### src/rtl/fp_align.sv
// fp_align -- pre-add operand alignment for the single-precision FP datapath.
//
// Picks the operand with the larger exponent and right-shifts the other
// operand's significand until both exponents match. Bits shifted past the
// round position are collected in a sticky bit. A start/done handshake
// frames each operation.
//
// Configuration macro: FP_ALIGN_BARREL_EN
//   undefined : iterative alignment, one bit per cycle (latency d+1 edges)
//   defined   : whole shift on one edge with a barrel shifter (latency 2)
//   Both builds produce bit-identical results.
//
// Ports:
//   clk, rst         rising-edge clock, synchronous active-high reset
//   start            request, sampled only while busy=0
//   expA/fracA       operand A exponent / fraction
//   expB/fracB       operand B exponent / fraction
//   busy             alignment in progress
//   done             one-cycle pulse, outputs valid from this cycle
//   swapped          1 = B had the larger exponent
//   expOut           common (larger) exponent
//   fracBig          {hidden, frac, 3'b000} of the larger operand
//   fracSmall        aligned smaller significand {hidden, frac, G, R, S}

module fp_align #(
    parameter int unsigned EXP_W  = 8,
    parameter int unsigned FRAC_W = 23,
    localparam int unsigned SIG_W = FRAC_W + 4
) (
    input  logic              clk,
    input  logic              rst,
    input  logic              start,
    input  logic [EXP_W-1:0]  expA,
    input  logic [FRAC_W-1:0] fracA,
    input  logic [EXP_W-1:0]  expB,
    input  logic [FRAC_W-1:0] fracB,
    output logic              busy,
    output logic              done,
    output logic              swapped,
    output logic [EXP_W-1:0]  expOut,
    output logic [SIG_W-1:0]  fracBig,
    output logic [SIG_W-1:0]  fracSmall
);

    // Beyond SIG_W-1 shifts every original bit already sits in S.
    localparam int unsigned MAX_SHIFT = SIG_W - 1;
    localparam int unsigned CNT_W     = $clog2(SIG_W);

    typedef enum logic {
        IDLE,
        ALIGN
    } state_t;

    state_t             state_q;
    logic               busy_q;
    logic               done_q;
    logic               swapped_q;
    logic [EXP_W-1:0]   exp_q;
    logic [SIG_W-1:0]   big_q;
    logic [SIG_W-1:0]   small_q;
    logic [CNT_W-1:0]   cnt_q;

    // Operand selection for an accepted start.
    logic               swap_d;
    logic [EXP_W-1:0]   diff_d;
    logic [EXP_W-1:0]   exp_d;
    logic [SIG_W-1:0]   sig_a_d;
    logic [SIG_W-1:0]   sig_b_d;
    logic [SIG_W-1:0]   big_d;
    logic [SIG_W-1:0]   small_d;
    logic [CNT_W-1:0]   cnt_d;

    always_comb begin
        sig_a_d = {(|expA), fracA, 3'b000};
        sig_b_d = {(|expB), fracB, 3'b000};
        swap_d  = (expB > expA);
        diff_d  = swap_d ? (expB - expA) : (expA - expB);
        exp_d   = swap_d ? expB : expA;
        big_d   = swap_d ? sig_b_d : sig_a_d;
        small_d = swap_d ? sig_a_d : sig_b_d;
        if (diff_d > EXP_W'(MAX_SHIFT)) begin
            cnt_d = CNT_W'(MAX_SHIFT);
        end else begin
            cnt_d = diff_d[CNT_W-1:0];
        end
    end

`ifdef FP_ALIGN_BARREL_EN
    // Bits [SIG_W-1:1] shift right by cnt; everything pushed below bit 1
    // joins the existing sticky bit.
    logic [SIG_W-2:0] upper;
    logic [SIG_W-2:0] ones;
    logic [SIG_W-2:0] lost;
    logic [SIG_W-1:0] shift_d;
    logic             shifted_q;

    always_comb begin
        upper   = small_q[SIG_W-1:1];
        ones    = '1;
        lost    = upper & ~(ones << cnt_q);
        shift_d = {upper >> cnt_q, small_q[0] | (|lost)};
    end
`else
    logic [SIG_W-1:0] shift_d;

    always_comb begin
        shift_d = {1'b0, small_q[SIG_W-1:2], small_q[1] | small_q[0]};
    end
`endif

    always_ff @(posedge clk) begin
        if (rst) begin
            state_q   <= IDLE;
            busy_q    <= 1'b0;
            done_q    <= 1'b0;
            swapped_q <= 1'b0;
            exp_q     <= '0;
            big_q     <= '0;
            small_q   <= '0;
            cnt_q     <= '0;
`ifdef FP_ALIGN_BARREL_EN
            shifted_q <= 1'b0;
`endif
        end else begin
            done_q <= 1'b0;
            case (state_q)
                IDLE: begin
                    if (start) begin
                        swapped_q <= swap_d;
                        exp_q     <= exp_d;
                        big_q     <= big_d;
                        small_q   <= small_d;
                        cnt_q     <= cnt_d;
                        busy_q    <= 1'b1;
                        state_q   <= ALIGN;
`ifdef FP_ALIGN_BARREL_EN
                        shifted_q <= 1'b0;
`endif
                    end
                end
                ALIGN: begin
`ifdef FP_ALIGN_BARREL_EN
                    // First ALIGN cycle shifts (even by zero), second finishes.
                    if (!shifted_q) begin
                        small_q   <= shift_d;
                        cnt_q     <= '0;
                        shifted_q <= 1'b1;
                    end else begin
                        done_q  <= 1'b1;
                        busy_q  <= 1'b0;
                        state_q <= IDLE;
                    end
`else
                    if (cnt_q != '0) begin
                        small_q <= shift_d;
                        cnt_q   <= cnt_q - 1'b1;
                    end else begin
                        done_q  <= 1'b1;
                        busy_q  <= 1'b0;
                        state_q <= IDLE;
                    end
`endif
                end
                default: state_q <= IDLE;
            endcase
        end
    end

    assign busy      = busy_q;
    assign done      = done_q;
    assign swapped   = swapped_q;
    assign expOut    = exp_q;
    assign fracBig   = big_q;
    assign fracSmall = small_q;

endmodule

### config.mk
export PLATFORM = sky130hd
export DESIGN_NAME = fp_align
export DESIGN_NICKNAME = d
export VERILOG_FILES = /design/src/rtl/fp_align.sv
export SDC_FILE = /design/constraint.sdc
export NUM_CORES = 1
export LEC_CHECK = 0
export CAP_MARGIN = 40
export CORE_MARGIN = 1
export CORE_UTILIZATION = 50
export CTS_BUF_LIST = sky130_fd_sc_hd__clkbuf_16
export CTS_CLUSTER_DIAMETER = 100
export DETAILED_ROUTE_END_ITERATION = 10
export PLACE_DENSITY = 0.86
export SETUP_SLACK_MARGIN = 0.3
export SLEW_MARGIN = 20
export SYNTH_ARGS = -nofsm -noshare
export SYNTH_HDL_FRONTEND = slang
export SYNTH_SLANG_ARGS = --single-unit
### constraint.sdc
create_clock -name clk -period 4.9 [get_ports clk]
set_input_delay 0.98 -clock clk [delete_from_list [all_inputs] [get_ports clk]]
set_output_delay 0.98 -clock clk [all_outputs]
set_load 0.01 [all_outputs]
Word level (Yosys, flattened, before mapping)
Index checks and enable logic that the tools add are counted.

storage, ports and cells
  bits in registers = 71
  word-level logic and storage cells = 43
  output and inout port bits = 65
  input bits = 65

cells by class
  bitwise gates (word level) = 2
  multiplexer cells = 18
  $add $sub $neg = 3
  reductions and logical operators = 7
  eq/ne operators = 3
  magnitude comparators = 2

operator list
  kind                                                                             count
  27-bit two-way mux                                                               4
  27-bit one-hot mux with 2 select lines                                           1
  8-bit two-way mux                                                                2
  8-bit OR reduction                                                               2
  8-bit subtractor                                                                 2
  5-bit two-way mux                                                                3
  5-bit one-hot mux with 2 select lines                                            1
  8-bit by 5-bit greater-than comparator with 1-bit output, second input constant  1
  8-bit greater-than comparator                                                    1
  2-bit AND reduction                                                              3
  1-bit two-way mux                                                                5
  5-bit nonzero test                                                               1
  5-bit by 1-bit subtractor with 5-bit output, second input constant               1
  2-bit inequality test, second input constant                                     2
  1-bit one-hot mux with 2 select lines                                            2
  2-bit by 1-bit inequality test with 1-bit output, second input constant          1
  2-bit OR reduction                                                               1
  1-bit NOT                                                                        1
  1-bit bitwise OR                                                                 1

Longest topological paths before layout
Gate-level depths: netlist of the first run.

  depth in word-level cells = 6
  depth in mapped cells = 13
  mapped depth without buffers = 11

Worst setup path before layout of the first run
OpenSTA, ideal clock, no wires.

  path type = input-to-reg
  start point = input port expA[0]
  end point = register cnt_q[1]
  path buffers = 0
  slack = 1,718 ps
  cell stages on the path = 11
  setup time = 120 ps
  arrival time = 3,062 ps
  data required time = 4,780 ps
  cell sequence = inv_1 ha_1 inv_1 fa_1 a211oi_4 or4_1 o32a_1 o41ai_2 a311o_2 nand3_2 o31a_1

between the ends
  longest elaborated chain between the ends = 6
  elaborated cells between the ends (all ways) = 8
  classes of those cells = 2 x add/sub; 2 x order compare; 4 x mux

RTL lines
  what                                                               line    RTL
  from (decl)                                                        33      input logic [EXP_W-1:0] expA,
  8-bit subtractor or 8-bit greater-than comparator (tied branches)  77, 76
  8-bit two-way mux *                                                77      diff_d = swap_d ? (expB - expA) : (expA - expB);
  8-bit by 5-bit greater-than comparator with 1-bit output           81      if (diff_d > EXP_W'(MAX_SHIFT)) begin
  5-bit two-way mux *                                                81
  5-bit two-way mux *                                                128     if (start) begin
  5-bit one-hot mux with 2 select lines *                            126     case (state_q)
  to (signal assigned)                                               133     cnt_q <= cnt_d;
  to (signal assigned)                                               156     cnt_q <= cnt_q - 1'b1;
  to (decl)                                                          61      logic [CNT_W-1:0] cnt_q;

Mark *: on every way between the ends. The rest lies on a longest branch, timed or not. The select of a mux whose other input is x is not followed.
A chain may end at the register's enable or synchronous reset.

Worst setup path in the final report of the first run
  start point = input port expB[0]
  end point = register cnt_q[0]

between the ends
  longest elaborated chain between the ends = 6
  elaborated cells between the ends (all ways) = 8
  classes of those cells = 2 x add/sub; 2 x order compare; 4 x mux

RTL lines
  what                                                               line    RTL
  from (decl)                                                        35      input logic [EXP_W-1:0] expB,
  8-bit subtractor or 8-bit greater-than comparator (tied branches)  77, 76
  8-bit two-way mux *                                                77
  8-bit by 5-bit greater-than comparator with 1-bit output           81
  5-bit two-way mux *                                                81
  5-bit two-way mux *                                                128
  5-bit one-hot mux with 2 select lines *                            126

Marked as above.

==> impl_metrics.py, run 1 <==
metrics = {
    "logic_synthesis": {
        "synth_xor_area_frac": 0.0154,
        "synth_mux_area_frac": 0.131,
        "synth_edf_count": 0,
        "synthTopCellsByCount": "nand2_1 (73), dfxtp_1 (68), o21ai_0 (58)",
        "ys_seq_elements": 68,
        "synth-simple-area-share": 0.152,
        "async_reset_ff_frac": 0,
        "synth_top_family_by_area": "compound AO/OA/AOI/OAI gates",
        "netlist_area_um2": 3980,
        "seq_area_frac_synth": 0.342,
        "yosys_warnings": 0,
        "yosys.cell_count.top_type": "nand2_1",
        "ys_types": 53,
        "synth_largest_area_cell": "dfxtp_1",
        "yosys.area_share.adder": 0.0635,
        "avgSynthCellArea_um2": 8.30,
        "synth_top_area_share": 0.342,
        "syn_inst": 480,
        "synth_compound_area_frac": 0.229,
        "ys.flop_type": "dfxtp_1",
        "synth_area_leaders": "dfxtp_1 (34%), mux2i_1 (13%), o21ai_0 (7.3%)",
    },
    "clock_network": {
        "clkSinkCount": 68,
        "cts_hold_buf": 0,
        "cts-root-buf": "clkbuf_16",
        "clockBufferDepth": 2,
        "clock_latency_ns": 0.33,
        "cts_made_buffers": 9,
        "cts_tree": "done",
        "clk_pin_slew_ns": 0.05,
        "cts.htree.levels": 3,
        "cts-resized-gates": 0,
        "post-cts-setup-buffers": 0,
    },
    "die": {
        "die_h_um": 91.2,
        "initial_utilization": 0.515,
        "fp.dieArea_um2": 8330,
        "die_x_um": 91.2,
        "core_um2": 7730,
        "fp-row-count": 32,
        "pin_count": 130,
    },
    "setup_path": {
        "critPathCaptureType": "flop",
        "rrSetupSlack_ns": 2.63,
        "cp-start-kind": "input port",
        "timing.rr.start": "cnt_q[0]$_SDFFE_PP0P_",
        "r2r-end": "cnt_q[4]$_SDFFE_PP0P_",
        "critPathRequiredTime_ns": 5.12,
        "worst-setup-path-type": "in2reg",
        "arrival_ns": 4.06,
        "r2r_cells": 8,
        "cp_max_fo": 22,
    },
    "timing": {
        "fmax_mhz": 261,
        "finalSetupViolCount": 0,
        "drv_slew": 0,
        "fin_crit_sh": 0.782,
        "skew_ns": 0.0113,
        "whs_ns": 0.450,
        "grt_setup_unrepaired": "no",
        "tightest_slew_ns": 0.707,
        "period_minus_slack_ns": 3.83,
        "relSlewSlack": 0.528,
        "finalSetupTns_ns": 0,
        "timing.final.hold_violations": 0,
    },
    "pwr": {
        "p_int_mw": 1.37,
        "pwr-share-comb": 0.312,
        "p_clk_frac": 0.348,
        "powerDensity_nw_per_um2": 353,
        "seq_power_share": 0.340,
        "total_power_mw": 1.98,
        "swShare": 0.308,
        "leakage_nw": 2.33,
        "power.switching_mw": 0.611,
        "irDropWorstVdd_mv": 0.242,
    },
    "detailed_routing": {
        "drc": 0,
        "vias_per_cell": 5.61,
        "wl_per_cell_um": 16.5,
        "ant_nets": 0,
        "firstDrtPassIters": 5,
        "vias": 3913,
        "wirelength_um": 11500,
        "first_iter_violations": 188,
    },
    "global_routing": {
        "grt_pass1_vias": 3784,
        "grt_overflow": 0,
        "grt_pass1_wl_um": 18700,
        "antenna_found_initial": 0,
        "grt_max_degree": 51,
        "grt_usage": 0.286,
    },
    "placement": {
        "dp_hpwl_um": 8470,
        "globalplace.congestion": 0.913,
        "io_buffers": 126,
    },
    "layout": {
        "area_delta_synth_final_pct": 41.0,
        "nets": 675,
        "drive_gt1_frac": 0.0621,
        "antenna_cells": 0,
    },
    "hold_path": {
        "hold_path_depth": 2,
        "whs_endpoint": "expOut[0]$_SDFFE_PP0P_",
        "holdCritStartpoint": "expOut[0]$_SDFFE_PP0P_",
        "hp-class": "reg2reg",
    },
    "outcome": {
        "outcome": "completed",
    },
    "job": {
        "maxCapViolCount": 0,
    },
}
==> worst max-delay path: stages <==
cell and delay, ns:
clkdlybuf4s50_1 0.46, inv_1 0.10, ha_1 0.17, inv_1 0.06
fa_1 0.41, a211oi_1 0.35, nor3_1 0.14, o21ai_4 0.20
buf_4 0.29, mux2i_1 0.24, xnor2_1 0.12, o211a_1 0.25
o31ai_1 0.28
==> power by group through the flow <==
| stage | sequential [mW] | combinational [mW] | clock [mW] |
|---|---|---|---|
| 4_1_cts | 0.672 | 0.616 | 0.698 |
| 6_report | 0.673 | 0.619 | 0.691 |
| 3_5_place_dp | 0.681 | 0.607 | 0 |
| 2_1_floorplan | 0.697 | 0.337 | 0 |
| 3_3_place_gp | 0.678 | 0.587 | 0 |
| 5_1_grt | 0.680 | 0.669 | 0.737 |
==> layout make-up <==
class / instances / area [µm²]
inverters: 21 / 78.8
flip-flops and latches: 68 / 1360
fillers: 593 / 2110
well taps: 102 / 128
clock buffers: 9 / 225
multi-input cells: 358 / 2380
clock inverters: 7 / 92.6
repair buffers: 133 / 1350
==> sequential cells by signal, indices dropped and copies added, names as in the netlist <==
name,flops
busy,1
swapped,1
cnt_q,5
expOut,8
fracBig,24
fracSmall,27
done,1
state_q,1
==> how the worst max path moves through the flow <==
stage / to / slack (ns) / start / cells after the start
after CTS: cnt_q[0]$_SDFFE_PP0P_ / 1.12 / expB[0] / 13
after global placement: cnt_q[3]$_SDFFE_PP0P_ / 0.91 / expA[1] / 11
after global routing: cnt_q[1]$_SDFFE_PP0P_ / 0.89 / expA[1] / 11
after detailed placement: cnt_q[1]$_SDFFE_PP0P_ / 0.84 / expA[0] / 12
final: cnt_q[0]$_SDFFE_PP0P_ / 1.07 / expB[0] / 13
after floorplan: cnt_q[1]$_SDFFE_PP0P_ / 1.72 / expA[0] / 11
==> kinds of logic (layout without fill, tap and decap cells) <==
logic type,Yosys count,after routing
fa+ha+maj,19,19
compound gates,140,140
mux,52,52
flops,68,68
other cells,1,3
simple gates,137,137
xor+xnor,7,7
buf+inv,56,170
==> per-layer routing <==
metal,global-route usage,wire (µm)
met4,0.123,333
met5,0,0
met3,0.0595,615
met1,0.344,4830
met2,0.492,5760
==> cell usage in the layout, fill, tap and decap left out, types with 3 or more instances in the layout <==
master / n
nand4_1: 4
buf_4: 3
ha_1: 17
o211ai_1: 3
o21ai_0: 58
a21o_1: 4
nor3_1: 4
or3_1: 3
nor2_1: 23
nand2b_1: 4
inv_1: 22
clkbuf_16: 9
nand3_1: 6
nor2_2: 3
conb_1: 3
mux2i_1: 51
clkdlybuf4s50_1: 126
nand2_1: 73
a21oi_1: 28
nor2b_1: 3
or2_2: 3
a22o_1: 24
xnor2_1: 5
dfxtp_1: 68
nor4_1: 4
==> per-stage QoR <==
stage               instances  setup slack, ns  instance area, µm²   util
floorplan                 482             1.72                3990      -
global placement          679            0.907                5260  0.680
detailed placement        682            0.838                5300  0.686
CTS                       698             1.12                5620  0.727
global route              698            0.893                5620  0.727
finish                    698             1.07                5620  0.727
(Power assumes the default switching activity.)
==> inputs of run 2 (changes only) <==
--- a/config.mk
+++ b/config.mk
@@ -7,11 +7,11 @@
 export LEC_CHECK = 0
 export CAP_MARGIN = 40
 export CORE_MARGIN = 1
-export CORE_UTILIZATION = 50
+export CORE_UTILIZATION = 42
 export CTS_BUF_LIST = sky130_fd_sc_hd__clkbuf_16
 export CTS_CLUSTER_DIAMETER = 100
 export DETAILED_ROUTE_END_ITERATION = 10
-export PLACE_DENSITY = 0.86
+export PLACE_DENSITY = 0.77
 export SETUP_SLACK_MARGIN = 0.3
 export SLEW_MARGIN = 20
 export SYNTH_ARGS = -nofsm -noshare
==> constraint.sdc (replaced) <==
create_clock -name clk -period 3.4 [get_ports clk]
set_input_delay 0.68 -clock clk [delete_from_list [all_inputs] [get_ports clk]]
set_output_delay 0.68 -clock clk [all_outputs]
set_load 0.01 [all_outputs]
==> run 2 against run 1 <==
Net effect:
- routed wire length rose by 3.4%
- first-iteration DRC count increased by 18%
- clock power grew 55%
- critical path type unchanged
- largest cell class unchanged
==> impl_metrics.py, run 2 (synthesis gave the netlist of run 1 again) <==
metrics = {
    "outcome": {
        "outcome": "completed",
    },
    "clock_network": {
        "cts_tree": "done",
        "cts.htree.levels": 3,
        "clock_latency_ns": 0.32,
        "clk_pin_slew_ns": 0.06,
        "clockBufferDepth": 2,
        "cts-root-buf": "clkbuf_16",
        "cts_made_buffers": 9,
        "clkSinkCount": 68,
    },
    "layout": {
        "drive_gt1_frac": 0.137,
        "mostFrequentLayoutCells": "clkdlybuf4s50_1 (121), nand2_1 (73), dfxtp_1 (67)",
        "antenna_cells": 0,
        "final_common_cell": "clkdlybuf4s50_1",
        "final_core_util": 0.652,
        "fin_cells": 741,
        "fill_cells": 761,
        "nets": 709,
        "area_delta_synth_final_pct": 50.5,
        "largest_register_ffs": 27,
        "design_area_um2": 6000,
    },
    "pwr": {
        "total_power_mw": 3.00,
        "pwr-share-comb": 0.321,
        "p_clk_frac": 0.355,
        "power.switching_mw": 0.887,
        "powerDensity_nw_per_um2": 501,
        "irDropWorstVdd_mv": 0.327,
        "leakage_nw": 2.55,
        "p_int_mw": 2.12,
        "swShare": 0.295,
        "seq_power_share": 0.323,
    },
    "timing": {
        "fmax_mhz": 327,
        "setup_ws_ns": 0.343,
        "finalSetupViolCount": 0,
        "tightest_slew_ns": 0.600,
        "relSlewSlack": 0.594,
        "skew_ns": 0.00379,
        "drv_slew": 0,
        "finalSetupTns_ns": 0,
        "whs_ns": 0.454,
        "timing.final.hold_violations": 0,
        "period_minus_slack_ns": 3.06,
        "grt_setup_unrepaired": "yes",
        "fin_crit_sh": 0.899,
    },
    "placement": {
        "globalplace.congestion": 0.947,
        "place_area_um2": 5540,
        "dp_hpwl_um": 8850,
        "dp.cells": 719,
        "pre_cts_ws_ns": -0.249,
        "io_buffers": 126,
    },
    "die": {
        "fp-row-count": 35,
        "pin_count": 130,
        "fp.dieArea_um2": 9880,
        "initial_utilization": 0.433,
        "die_h_um": 99.4,
        "die_x_um": 99.4,
        "core_um2": 9200,
    },
    "hold_path": {
        "hp-class": "reg2reg",
    },
    "detailed_routing": {
        "wl_per_cell_um": 16.1,
        "vias_per_cell": 5.41,
        "firstDrtPassIters": 5,
        "drc": 0,
        "first_iter_violations": 221,
        "vias": 4010,
        "ant_nets": 0,
        "wirelength_um": 11900,
    },
    "setup_path": {
        "max_stage_delay_ns": 0.50,
        "cp_max_fo": 4,
        "critPathSlowestCell": "or4_1",
        "crit_family": "compound AO/OA/AOI/OAI gates",
        "cp-start-kind": "input port",
        "path_buf_inv": 3,
        "arrival_ns": 3.27,
        "critPathRequiredTime_ns": 3.61,
        "worstPathCellList": "dlygate4sd2_1 > inv_1 > ha_1 > inv_1 > fa_2 > a211oi_4 > or4_1 > o32a_1 > o41ai_2 > a311o_2 > nand3_2 > o31a_1",
        "critPathCaptureType": "flop",
        "crit_path_frequent_cell": "inv_1",
        "worst-setup-path-type": "in2reg",
    },
    "global_routing": {
        "grt_pass1_vias": 4095,
        "grt_usage": 0.247,
        "grt_max_degree": 47,
        "grt_overflow": 0,
        "antenna_found_initial": 0,
        "grt_pass1_wl_um": 19700,
    },
    "job": {
        "maxCapViolCount": 0,
    },
}
-- run 2: worst reg2reg max path, stage by stage (launching register included) --
cell and delay (ns):
dfxtp_1 0.31, inv_1 0.13, ha_1 0.16, nor4b_1 0.50, nor2b_1 0.26, nor2_2 0.49, buf_4 0.34, a22o_1 0.18
-- run 2: what timing repair did --
action,in CTS,in global routing
buffers inserted,6,0
gates resized for setup,11,12
setup endpoints to repair,30,20
cloned,0,0
pin swaps,5,3
hold buffers,0,0
-- run 2: cell type report --
class / instances / area, µm² / share of cell area
timing repair buffer: 167 / 1630 / 0.272
multi-input combinational: 358 / 2440 / 0.407
inverter: 21 / 78.8 / 0.0131
clock inverter: 7 / 116 / 0.0194
tap: 111 / 139 / 0.0232
sequential: 68 / 1360 / 0.227
clock buffer: 9 / 225 / 0.0376
-- run 2: routing by layer --
| metal | global-route usage | routed length [µm] | share of wire |
|---|---|---|---|
| met3 | 0.0471 | 644 | 0.054 |
| met2 | 0.441 | 5940 | 0.50 |
| met1 | 0.302 | 5170 | 0.43 |
| met4 | 0.0701 | 170 | 0.014 |
| met5 | 0 | 0 | 0 |
-- run 2: power groups by stage --
stage	clock network (mW)	logic (mW)	registers [mW]
2_1_floorplan	0	0.485	1.01
5_1_grt	1.12	1.05	0.984
3_5_place_dp	0	0.926	0.984
4_1_cts	1.08	0.951	0.970
6_report	1.07	0.965	0.971
3_3_place_gp	0	0.904	0.979
-- run 2: path summary, 6_finish.rpt --
| check | slack [ns] | to | cells after the start | startpoint |
|---|---|---|---|---|
| worst max-delay path | 0.34 | cnt_q[1]$_SDFFE_PP0P_ | 12 | expA[0] |
| worst max register to register | 0.96 | fracSmall[13]$_SDFFE_PP0P_ | 7 | cnt_q[0]$_SDFFE_PP0P_ |
| worst min-delay path | 0.45 | fracBig[9]$_SDFFE_PP0P_ | 2 | fracBig[9]$_SDFFE_PP0P_ |
| worst min register to register | 0.45 | fracBig[9]$_SDFFE_PP0P_ | 2 | fracBig[9]$_SDFFE_PP0P_ |
